`config.mk`:
```
export PLATFORM = sky130hd
export DESIGN_NAME = mix_sequencer_flat
export DESIGN_NICKNAME = d
export VERILOG_FILES = /design/src/rtl/mix_sequencer_if.sv /design/src/rtl/mix_sequencer.sv /design/src/flat_wrapper.sv
export SDC_FILE = /design/constraint.sdc
export NUM_CORES = 1
export LEC_CHECK = 0
export CORE_UTILIZATION = 55
export CTS_CLUSTER_DIAMETER = 40
export CTS_CLUSTER_SIZE = 40
export DETAILED_ROUTE_END_ITERATION = 10
export PLACE_DENSITY = 0.91
export REMOVE_ABC_BUFFERS = 1
export SETUP_SLACK_MARGIN = 0.3
export SYNTH_ARGS = -nofsm -noshare
export SYNTH_HDL_FRONTEND = slang
export SYNTH_SLANG_ARGS = --single-unit
```
`constraint.sdc`:
```
create_clock -name mclk -period 22.7 [get_ports mclk]
set_input_delay 4.54 -clock mclk [delete_from_list [all_inputs] [get_ports mclk]]
set_output_delay 4.54 -clock mclk [all_outputs]
set_load 0.03 [all_outputs]
```
`src/rtl/mix_sequencer_if.sv`:
```
// Master-buffer write port of the mix sequencer: one strobed sample write per frame,
// with a saturation flag that travels alongside the data.
interface mix_sequencer_if #(
  parameter int unsigned IDX_BITS    = 8,
  parameter int unsigned SAMPLE_BITS = 16
);
  logic                          wr_en;
  logic [IDX_BITS-1:0]           wr_addr;
  logic signed [SAMPLE_BITS-1:0] wr_data;
  logic                          clip;

  modport master (output wr_en, output wr_addr, output wr_data, output clip);
  modport slave  (input  wr_en, input  wr_addr, input  wr_data, input  clip);
endinterface

```
`src/rtl/mix_sequencer.sv`:
```
// Per-frame audio mixer: on each LRCLK falling edge, scale and sum every source,
// saturate, and write one sample into the master buffer just behind the player.
module mix_sequencer #(
  parameter int unsigned N_SRC       = 5,
  parameter int unsigned SAMPLE_BITS = 16,
  parameter int unsigned VOLUME_BITS = 8,
  parameter int unsigned BUF_LEN     = 256,
  parameter int unsigned IDX_BITS    = 8
) (
  input  logic                           mclk,
  input  logic                           rst,
  input  logic                           lrclk,
  input  logic [IDX_BITS-1:0]            play_index,
  input  logic [N_SRC*SAMPLE_BITS-1:0]   src_sample,
  input  logic [N_SRC-1:0]               src_valid,
  input  logic [N_SRC*VOLUME_BITS-1:0]   src_vol,
  input  logic                           mute,
  mix_sequencer_if.master                buf_wr,
  output logic                           busy,
  output logic                           overrun
);

  localparam int unsigned PTR_BITS = (N_SRC > 1) ? $clog2(N_SRC) : 1;
  localparam int unsigned ACC_W    = SAMPLE_BITS + $clog2(N_SRC) + 1;
  localparam int unsigned PROD_W   = SAMPLE_BITS + VOLUME_BITS + 1;

  localparam logic signed [ACC_W-1:0] SAT_MAX = ACC_W'((2 ** (SAMPLE_BITS - 1)) - 1);
  localparam logic signed [ACC_W-1:0] SAT_MIN = ACC_W'(-(2 ** (SAMPLE_BITS - 1)));

  localparam logic [2:0] IDLE  = 3'd0;
  localparam logic [2:0] CAPT  = 3'd1;
  localparam logic [2:0] ACCUM = 3'd2;
  localparam logic [2:0] SAT   = 3'd3;
  localparam logic [2:0] WRITE = 3'd4;

  logic [2:0] state;
  logic [2:0] state_nxt;

  logic lr_meta;
  logic lr_cur;
  logic lr_prev;
  logic frame_start_c;

  logic signed [SAMPLE_BITS-1:0] sh_sample [N_SRC];
  logic [VOLUME_BITS-1:0]        sh_vol    [N_SRC];
  logic [N_SRC-1:0]              sh_valid;
  logic                          sh_mute;
  logic [IDX_BITS-1:0]           tgt;

  logic [PTR_BITS-1:0]      src_ptr;
  logic signed [ACC_W-1:0]  acc;
  logic signed [PROD_W-1:0] prod_c;
  logic signed [ACC_W-1:0]  term_c;
  logic                     oor_c;
  logic signed [SAMPLE_BITS-1:0] sat_c;

  // lrclk is asynchronous: two flops for metastability, a third for edge detection
  always_ff @(posedge mclk) begin
    if (rst) begin
      lr_meta <= 1'b0;
      lr_cur  <= 1'b0;
      lr_prev <= 1'b0;
    end else begin
      lr_meta <= lrclk;
      lr_cur  <= lr_meta;
      lr_prev <= lr_cur;
    end
  end

  assign frame_start_c = lr_prev & ~lr_cur;

  always_ff @(posedge mclk) begin
    if (rst) state <= IDLE;
    else     state <= state_nxt;
  end

  always_comb begin
    state_nxt = state;
    case (state)
      IDLE:    if (frame_start_c) state_nxt = CAPT;
      CAPT:    state_nxt = ACCUM;
      ACCUM:   if (src_ptr == PTR_BITS'(N_SRC - 1)) state_nxt = SAT;
      SAT:     state_nxt = WRITE;
      WRITE:   state_nxt = IDLE;
      default: state_nxt = IDLE;
    endcase
  end

  // One scaled term per cycle; the arithmetic shift floors toward -inf
  always_comb begin
    prod_c = PROD_W'(sh_sample[src_ptr]) * PROD_W'($signed({1'b0, sh_vol[src_ptr]}));
    term_c = sh_valid[src_ptr] ? ACC_W'(prod_c >>> VOLUME_BITS) : '0;
  end

  always_comb begin
    oor_c = (acc > SAT_MAX) || (acc < SAT_MIN);
    sat_c = SAMPLE_BITS'(acc);
    if (sh_mute)           sat_c = '0;
    else if (acc > SAT_MAX) sat_c = SAMPLE_BITS'(SAT_MAX);
    else if (acc < SAT_MIN) sat_c = SAMPLE_BITS'(SAT_MIN);
  end

  // Shadow copies keep the frame immune to input changes after capture
  always_ff @(posedge mclk) begin
    if (state == CAPT) begin
      for (int unsigned i = 0; i < N_SRC; i++) begin
        sh_sample[i] <= src_sample[i*SAMPLE_BITS +: SAMPLE_BITS];
        sh_vol[i]    <= src_vol[i*VOLUME_BITS +: VOLUME_BITS];
      end
      sh_valid <= src_valid;
      sh_mute  <= mute;
    end
  end

  always_ff @(posedge mclk) begin
    if (rst) begin
      acc     <= '0;
      src_ptr <= '0;
      tgt     <= '0;
    end else begin
      case (state)
        CAPT: begin
          acc     <= '0;
          src_ptr <= '0;
          tgt     <= (play_index == '0) ? IDX_BITS'(BUF_LEN - 1) : play_index - IDX_BITS'(1);
        end
        ACCUM: begin
          acc <= acc + term_c;
          if (src_ptr != PTR_BITS'(N_SRC - 1)) src_ptr <= src_ptr + PTR_BITS'(1);
        end
        default: ;
      endcase
    end
  end

  // Outputs are registered from next-state so they line up with the WRITE cycle
  always_ff @(posedge mclk) begin
    if (rst) begin
      buf_wr.wr_en   <= 1'b0;
      buf_wr.wr_addr <= '0;
      buf_wr.wr_data <= '0;
      buf_wr.clip    <= 1'b0;
      busy           <= 1'b0;
      overrun        <= 1'b0;
    end else begin
      buf_wr.wr_en <= (state_nxt == WRITE);
      buf_wr.clip  <= (state_nxt == WRITE) & ~sh_mute & oor_c;
      if (state_nxt == WRITE) begin
        buf_wr.wr_addr <= tgt;
        buf_wr.wr_data <= sat_c;
      end
      busy <= (state_nxt != IDLE);
      if (frame_start_c && (state != IDLE)) overrun <= 1'b1;
    end
  end

endmodule

```
`src/flat_wrapper.sv`:
```
// flat-port wrapper written by rule: the top's interface ports become plain ports
module mix_sequencer_flat 
#(
  parameter int unsigned N_SRC       = 5,
  parameter int unsigned SAMPLE_BITS = 16,
  parameter int unsigned VOLUME_BITS = 8,
  parameter int unsigned BUF_LEN     = 256,
  parameter int unsigned IDX_BITS    = 8
)
  (mclk, rst, lrclk, play_index, src_sample, src_valid, src_vol, mute, busy, overrun, buf_wr_wr_en, buf_wr_wr_addr, buf_wr_wr_data, buf_wr_clip);
  mix_sequencer_if #(.IDX_BITS(IDX_BITS), .SAMPLE_BITS(SAMPLE_BITS)) buf_wr_i ();
  input  logic mclk;
  input  logic rst;
  input  logic lrclk;
  input  logic [IDX_BITS-1:0] play_index;
  input  logic [N_SRC*SAMPLE_BITS-1:0] src_sample;
  input  logic [N_SRC-1:0] src_valid;
  input  logic [N_SRC*VOLUME_BITS-1:0] src_vol;
  input  logic mute;
  output logic busy;
  output logic overrun;
  output wire logic [$bits(buf_wr_i.wr_en)-1:0] buf_wr_wr_en;
  output wire logic [$bits(buf_wr_i.wr_addr)-1:0] buf_wr_wr_addr;
  output wire logic [$bits(buf_wr_i.wr_data)-1:0] buf_wr_wr_data;
  output wire logic [$bits(buf_wr_i.clip)-1:0] buf_wr_clip;
  assign buf_wr_wr_en = buf_wr_i.wr_en;
  assign buf_wr_wr_addr = buf_wr_i.wr_addr;
  assign buf_wr_wr_data = buf_wr_i.wr_data;
  assign buf_wr_clip = buf_wr_i.clip;
  mix_sequencer #(.N_SRC(N_SRC), .SAMPLE_BITS(SAMPLE_BITS), .VOLUME_BITS(VOLUME_BITS), .BUF_LEN(BUF_LEN), .IDX_BITS(IDX_BITS)) u_core (.mclk(mclk), .rst(rst), .lrclk(lrclk), .play_index(play_index), .src_sample(src_sample), .src_valid(src_valid), .src_vol(src_vol), .mute(mute), .buf_wr(buf_wr_i), .busy(busy), .overrun(overrun));
endmodule
```
After elaboration in Yosys (flattened, before gate mapping) --
Memories as Yosys holds them, arrays and structs flattened. A register that Yosys moved wholly into a read port is not among the register bits. Cells that the tools add are included.
Storage, ports and cells: register bits after elaboration 71, memory bits (writable) 120, input bits 137, output and inout port bits 28, word-level logic and storage cells 63, memories 2
Operators by class: $add $sub $neg 3, $mul 1, order comparisons 3, eq/ne operators 7, multiplexer cells 19, bitwise logic cells 5, reduce and logical (&&, ||, !) cells 8
Memory list:
- u_core.sh_sample | words 5, bits a word 16, read ports 1, clocked after memory_dff 1, write ports 5, RTL line mix_sequencer.sv:44 | logic signed [SAMPLE_BITS-1:0] sh_sample [N_SRC];
- u_core.sh_vol | words 5, bits a word 8, read ports 1, clocked after memory_dff 1, write ports 5, RTL line mix_sequencer.sv:45 | logic [VOLUME_BITS-1:0] sh_vol [N_SRC];
Operators with widths (count):
- $mux 16 | 3
- $pmux 20 s2 | 1
- $mul 16x9->25 | 1
- $mux 3 | 7
- $add 20x20->20 | 1
- $gt 20x16->1 const B | 1
- $lt 20x16->1 const B | 1
- $mux 20 | 1
- $pmux 3 s4 | 1
- $logic_not 8->1 | 1
- $mux 8 | 1
- $sub 8x1->8 const B | 1
- $eq 3x2->1 const B | 2
- $eq 3x3->1 const B | 2
- $pmux 3 s2 | 1
- $reduce_bool 3->1 | 2
- $lt 3x4->1 const B | 1
- $add 3x1->3 const B | 1
- $and 1x1->1 | 3
- $bmux 1 s3 | 1
- $eq 3x1->1 const B | 1
- $logic_not 3->1 | 1
- $mux 1 | 3
- $ne 3x3->1 const B | 1
- other kinds (6) | 7

Longest topological paths before layout --
word-level depth 7, mapped depth 35, depth with buffers taken out 33

Worst setup path after synthesis --
Ideal clock, no wire load.
kind reg2reg, from register (tool-made name), to register u_core.acc[19], setup time 0.074 ns, data arrival time 8.276 ns, required time 22.626 ns, path slack 14.350 ns, cell stages (with the launch flop) 35, buffers on the path 3, clock period less this slack 8.350 ns, cell sequence dfxtp_1 > buf_6 > buf_2 > buf_1 > mux4_2 > nand2_1 > and2_1 > nor2_1 > fa_1 > fa_1 > fa_1 > inv_1 > fa_1 > inv_1 > ha_1 > a21o_1 > a21oi_1 > o21ai_0 > a221oi_1 > o21ai_0 > a21oi_1 > nor2b_1 > nor2_1 > xor2_1 > nor2_1 > ha_1 > a21oi_1 > nor2b_1 > o21ai_0 > o211ai_1 > a211oi_1 > o21ai_0 > or4_4 > a211o_1 > a31oi_1
RTL lines:
- to (signal assigned) | RTL line mix_sequencer.sv:128 | acc <= acc + term_c;
- to (decl) | RTL line mix_sequencer.sv:51 | logic signed [ACC_W-1:0] acc;

==> results by group <==
STA
  • Setup Viol. Count Final: 0
  • Period minus WS final: 9.16 ns
  • RSZ-0062 raised after global routing: false
  • Hold Vio Cnt, Final: 0
  • Setup tns final: 0 ns
  • Max-slew violations: 0
  • Worst-Margin Slew: 1.02 ns
  • Slew HR: a little under a third
  • Clock skew: 0.0185 ns
  • Fmax: 0.109 GHz
  • Post-route clock period utilization: 40.4%

Synth
  • Post-synth top area share: 30.5%
  • Largest family of logic cells by synthesized area: adder cells
  • Synth top area cells: edfxtp_1 (30%), fa_1 (16%), dfxtp_1 (11%)
  • Mapped cell area: 12,400 µm²
  • EDFF count, synth: 126
  • Post-synthesis cell type count: 59
  • Mux contribution to synthesized area: 5.67%
  • Synth Area in Simple Gates: about an eighth
  • Synth Area in Compound Gates: 8.55%
  • Post-synthesis average cell area: 10.8 µm²
  • Synthesized flop and latch total: 194
  • Top FF cell, synth: edfxtp_1
  • Post-synthesis xor/xnor area fraction: 2.48%
  • Synth Warn #: 0
  • Area leader, netlist: edfxtp_1
  • Ys async rst share: 0%
  • Post-synthesis adder-cell area fraction: 23.4%
  • Synth Instances: 1,145
  • Sequential area share after synthesis: 41.5%

Pwr
  • Internal power: approximately 670 µW
  • Pwr Total: 1010 µW
  • Sequential share of power: between 30% and 40%
  • Worst VDD drop: 0.0529 mV
  • Sw Pwr: around 340 µW
  • Pwr per Cell Area: 67.4 nW/µm²
  • Clk pwr share: 32.3%
  • Switching portion of total power: 33.4%
  • Logic pwr share: about 30%
  • Leak pwr: 0.00620 µW

Critical path
  • Flop2flop setup slack: between 10 and 15 ns
  • Critical R2R Capture: u_core.acc[19]
  • Required @ worst endpoint: 23.06 ns
  • Critical Path Max Stage Delay: 0.94 ns
  • Startpoint types: register
  • Setup crit end: u_core.acc[19]
  • Worst Path Max Fanout: 24
  • Worst Setup End Kind: register
  • Worst path depth: 31
  • Crit-path slowest cell: dfxtp_2
  • CP delay by family, top: compound AO/OA/AOI/OAI gates
  • CP bufs+invs: 2
  • Worst Path Arrival: about 9.5 ns
  • R2R cell count: 31
  • Critical path class: reg2reg

Outcome
  • Status: finished with violations
  • Failing checks: design-rule violations

Clock tree
  • Clock transition at path regs: 0.09 ns
  • CTS tree: done
  • Clock root buffer: clkbuf_16
  • Clock tree buffer depth: 2
  • TritonCTS Buffers: 17
  • Post-CTS Resized: 0
  • Post-CTS setup buffer count: 0
  • Worst-skew pair later-pin latency: approximately 0.45 ns
  • H-Tree Depth: 4
  • CTS Hold Bufs: 0
  • CTS sink cnt: ~190

Cells and area
  • Fill cells: 1,478
  • Fin nets: 1,607
  • Commonest non-fill, non-tap cell in the layout: clkdlybuf4s50_1
  • Share of layout cells above drive strength 1: about 6.2%
  • Most frequent cells in the layout: clkdlybuf4s50_1 (163), inv_1 (152), nand2_1 (148)
  • Area of the multi-input gates: 6540 µm²
  • Final Util: about two thirds
  • Sequential Area: 5150 µm²
  • Area growth syn-to-layout: 20.6%
  • Number of diodes: 0
  • Cell Count, Final, Fillers Out: between 1,500 and 2,000

Die
  • Die area: 23,200 µm²
  • Total core area: 22,000 µm²
  • Starting Density: 56.5%
  • Height of the die: around 150 µm
  • # rows: 54
  • Die span in x: approximately 150 µm
  • Boundary Pins: 165

Drt
  • Antenna-violating nets left: 0
  • Post-DR wirelength/cell: 18.4 µm
  • DRT Pass-1 Iters: 9
  • Total Wirelength: between 20,000 and 30,000 µm
  • Vias: ~9,300
  • Initial DRC Count: 729
  • Vias per cell: 5.85
  • DRC: 1

Placed design
  • Hpwl dp: 21,100 µm
  • Gpl congestion: between 0.8 and 0.9
  • Number of placed instances, taps included: 1,560
  • Port buffer count: 164

Global route
  • Vias in the first global route: between 9,000 and 10,000
  • Largest net degree at the start of global routing: 80
  • Gr ovfl total: 0
  • Initial antenna violation count: 0
  • GRT Total Usage: between 20% and 30%
  • First-pass GRT wire length: roughly 47,000 µm

Min path
  • Worst hold path type: reg2reg
  • Hold Crit Depth: 1

Flow run
  • Max_cap viols: 0
## power groups by stage
stage	Clock [µW]	Sequential, µW	Combinational, µW
after floorplan	0	390	218
after global placement	0	390	282
after detailed placement	0	390	295
after CTS	328	382	299
after global routing	341	382	336
final	325	382	301
## metal layers
| metal | share of wire, % | track usage, % | vias to the layer above |
|---|---|---|---|
| li1 | - | - | 4176 |
| met1 | 36 | 28.9 | 4509 |
| met2 | 52 | 47.2 | 495 |
| met3 | 6.9 | 5.01 | 144 |
| met4 | 5.4 | 14.9 | 0 |
| met5 | 0 | 0 | - |
## cell families (layout without fill, tap and decap cells)
logic type      count (synthesis)  count (layout)
compound gates                163             163
xor+xnor                       32              32
fa+ha+maj                     171             171
buf+inv                       191             359
flops                         194             194
mux                            36              36
simple gates                  358             358
## synth_stat cells (14+ instances only)
| cell type | n |
|---|---|
| xor2_1 | 14 |
| ha_1 | 68 |
| o21ai_0 | 27 |
| inv_1 | 152 |
| fa_1 | 102 |
| nor3_1 | 20 |
| xnor2_1 | 16 |
| a21o_1 | 14 |
| a21oi_1 | 58 |
| nand2_1 | 148 |
| clkbuf_1 | 31 |
| edfxtp_1 | 126 |
| mux4_2 | 25 |
| nor2_1 | 121 |
| dfxtp_1 | 68 |
## cell type report
type	count	area share (%)
Clock buffer	17	2.84
Clock inverter	15	1.45
Inverter	153	3.84
Multi-Input combinational cell	760	43.7
Sequential cell	194	34.4
Tap cell	280	2.34
Timing Repair Buffer	174	11.4
## state kept, by name, summed over array words and instances, names as in the netlist, 3 cells and up, named ones only
name and count:
u_core.sh_sample 80, u_core.sh_vol 40, u_core.acc 20, u_core.buf_wr.wr_data 16, u_core.buf_wr.wr_addr 8, u_core.tgt 8, u_core.sh_valid 5, u_core.src_ptr 3
u_core.state 3
## per-stage QoR
| step | hold slack (ns) | worst slack, ns | area [µm²] |
|---|---|---|---|
| detailed placement | 0.422 | 13.67 | 14300 |
| floorplan | 0.414 | 8.54 | 12300 |
| finish | 0.449 | 13.54 | 15000 |
| CTS | 0.453 | 13.59 | 15000 |
| global placement | 0.420 | 14.01 | 14300 |
| global route | 0.478 | 12.85 | 15000 |
## worst reg2reg max path, delay by kind of cell, from the launching register on
kind                     cells  cell delay, ns
AO/OA/AOI/OAI               13            2.95
XOR/XNOR                     1            0.15
adder cells (fa/ha/maj)      6            2.79
AND/OR/NAND/NOR              8            1.49
flip-flops                   1            0.94
multiplexers                 1            0.62
buffers and inverters        2            0.11
## how the worst min path moves through the flow
| stage | start | endpoint | slack (ns) |
|---|---|---|---|
| after floorplan | u_core.lr_meta | u_core.lr_cur | 0.41 |
| after global routing | u_core.tgt[2] | u_core.buf_wr.wr_addr[2] | 0.48 |
| after detailed placement | u_core.lr_meta | u_core.lr_cur | 0.42 |
| after global placement | u_core.lr_meta | u_core.lr_cur | 0.42 |
| final | u_core.lr_meta | u_core.lr_cur | 0.45 |
| after CTS | u_core.lr_meta | u_core.lr_cur | 0.45 |
No activity file was read; power rests on OpenSTA's default activity.
==> patch, RTL diff (config.mk and constraints unchanged) <==
`SAMPLE_BITS` is set to 16 in 3 places; all go to 17.
--- a/src/rtl/mix_sequencer_if.sv
+++ b/src/rtl/mix_sequencer_if.sv
@@ -2,7 +2,7 @@
 // with a saturation flag that travels alongside the data.
 interface mix_sequencer_if #(
   parameter int unsigned IDX_BITS    = 8,
-  parameter int unsigned SAMPLE_BITS = 16
+  parameter int unsigned SAMPLE_BITS = 17
 );
   logic                          wr_en;
   logic [IDX_BITS-1:0]           wr_addr;
--- a/src/rtl/mix_sequencer.sv
+++ b/src/rtl/mix_sequencer.sv
@@ -2,7 +2,7 @@
 // saturate, and write one sample into the master buffer just behind the player.
 module mix_sequencer #(
   parameter int unsigned N_SRC       = 5,
-  parameter int unsigned SAMPLE_BITS = 16,
+  parameter int unsigned SAMPLE_BITS = 17,
   parameter int unsigned VOLUME_BITS = 8,
   parameter int unsigned BUF_LEN     = 256,
   parameter int unsigned IDX_BITS    = 8
--- a/src/flat_wrapper.sv
+++ b/src/flat_wrapper.sv
@@ -2,7 +2,7 @@
 module mix_sequencer_flat 
 #(
   parameter int unsigned N_SRC       = 5,
-  parameter int unsigned SAMPLE_BITS = 16,
+  parameter int unsigned SAMPLE_BITS = 17,
   parameter int unsigned VOLUME_BITS = 8,
   parameter int unsigned BUF_LEN     = 256,
   parameter int unsigned IDX_BITS    = 8
Interface: changed (resized buf_wr_wr_data and src_sample); port bits go from 165 to 171. No check against the original RTL was run, so the function may have changed too.
==> patch against the original RTL <==
- power grew 14%
- critical path depth grew 2
- global-route usage grew 0.081 points
- routed wire length grew 2.2%
- sequential cell count grew 7
- synthesized area grew 5.1%
- clock power grew 37%
- via count grew 3.9%
- worst setup slack lost 0.084 ns
- design area grew 7.0%
==> patch: results (changes against the original RTL) <==
| Stage | Result | Reported | vs unedited |
|---|---|---|---|
| run status | Outcome | finished, final reports clean |  |
| layout | Number of non-clock buffers in the layout | 181 | +4.0% |
| global route | Vias in the first global route | 10200 | +5.4% |
| placed design | Area post-placement | 15100 um^2 | +5.2% |
| drt | Average wire length per cell after detail routing | 17.4 um | -5.4% |
| drt | Drt first pass iters | 5 | -4 |
| power | Internal power contribution | 814 uW | +21% |
| placed design | I/O Buffers | 170 | +3.7% |
| synthesis | Mux contribution to synthesized area | 5.15% | -0.52 points |
| timing | Clock Skew | 0.0172 ns | -0.00123 ns |
| clock network | Clock-pin transition on the worst setup and hold timing paths | 0.06 ns | -0.03 ns |
| power | Power density over the cells | 71.9 nW/um^2 | +6.7% |
| timing | Worst-case setup margin in the final layout | 13.45 ns | -0.0836 ns |
| timing | Slew Limit Headroom | 23.3% | -8.7 points |
| global route | First-pass GRT wire length | 50100 um | +5.8% |
| clock network | Total CTS buffers | 27 | +10 |
| global route | Largest net degree at the start of global routing | 86 | +7.5% |
| drt | Wire length on met2 | 15700 um | +3.9% |
| synthesis | Fraction of the mapped netlist area in adder cells | 23.6% | +0.17 points |
| synthesis | Xor and xnor fraction of the mapped netlist area | 2.82% | +0.34 points |
| placed design | Weighted congestion reported at the end of routability-driven placement | 0.901 | +0.75% |
| timing | Worst hold margin | 0.441 ns | -0.00797 ns |
| synthesis | Largest cells by area after synthesis | sky130_fd_sc_hd__edfxtp_1 (30%), sky130_fd_sc_hd__fa_1 (17%), sky130_fd_sc_hd__dfxtp_1 (11%) |  |
| synthesis | Number of enable-type register cells in the synthesized netlist | 131 | +4.0% |
| setup path | Master of the slowest instance on the critical path | sky130_fd_sc_hd__a2111oi_0 |  |
| layout | Clock distribution area overhead in the final layout | 5.96% | +1.7 points |
| power | Seq group | 396 uW | +4% |
| drt | DR WL met3 | 1720 um | -15% |
| clock network | Clock network latency to the later pin of the worst-skew pair | 0.55 ns | +0.10 ns |
| layout | Footprint of the flip-flops and latches | 5340 um^2 | +3.7% |
[patch: cell count changes after synthesis, moves of 4 or more]
cell,before,now
sky130_fd_sc_hd__xnor2_1,16,31
sky130_fd_sc_hd__inv_1,152,166
sky130_fd_sc_hd__nor2_1,121,131
sky130_fd_sc_hd__nand2_1,148,157
sky130_fd_sc_hd__a21oi_1,58,64
sky130_fd_sc_hd__fa_1,102,108
sky130_fd_sc_hd__a22oi_1,12,17
sky130_fd_sc_hd__edfxtp_1,126,131
sky130_fd_sc_hd__mux2i_1,8,13
sky130_fd_sc_hd__a21o_1,14,10
sky130_fd_sc_hd__and3_1,6,10
sky130_fd_sc_hd__nand2b_1,4,8
sky130_fd_sc_hd__nor3_1,20,16
[patch: worst paths after layout]
kind | endpoint | cells after the start
hold reg to reg | u_core.lr_cur$_SDFF_PP0_ | 1
setup / recovery | u_core.acc[20]$_SDFFE_PP0P_ | 33
hold / removal | u_core.lr_cur$_SDFF_PP0_ | 1
setup reg to reg | u_core.acc[20]$_SDFFE_PP0P_ | 33
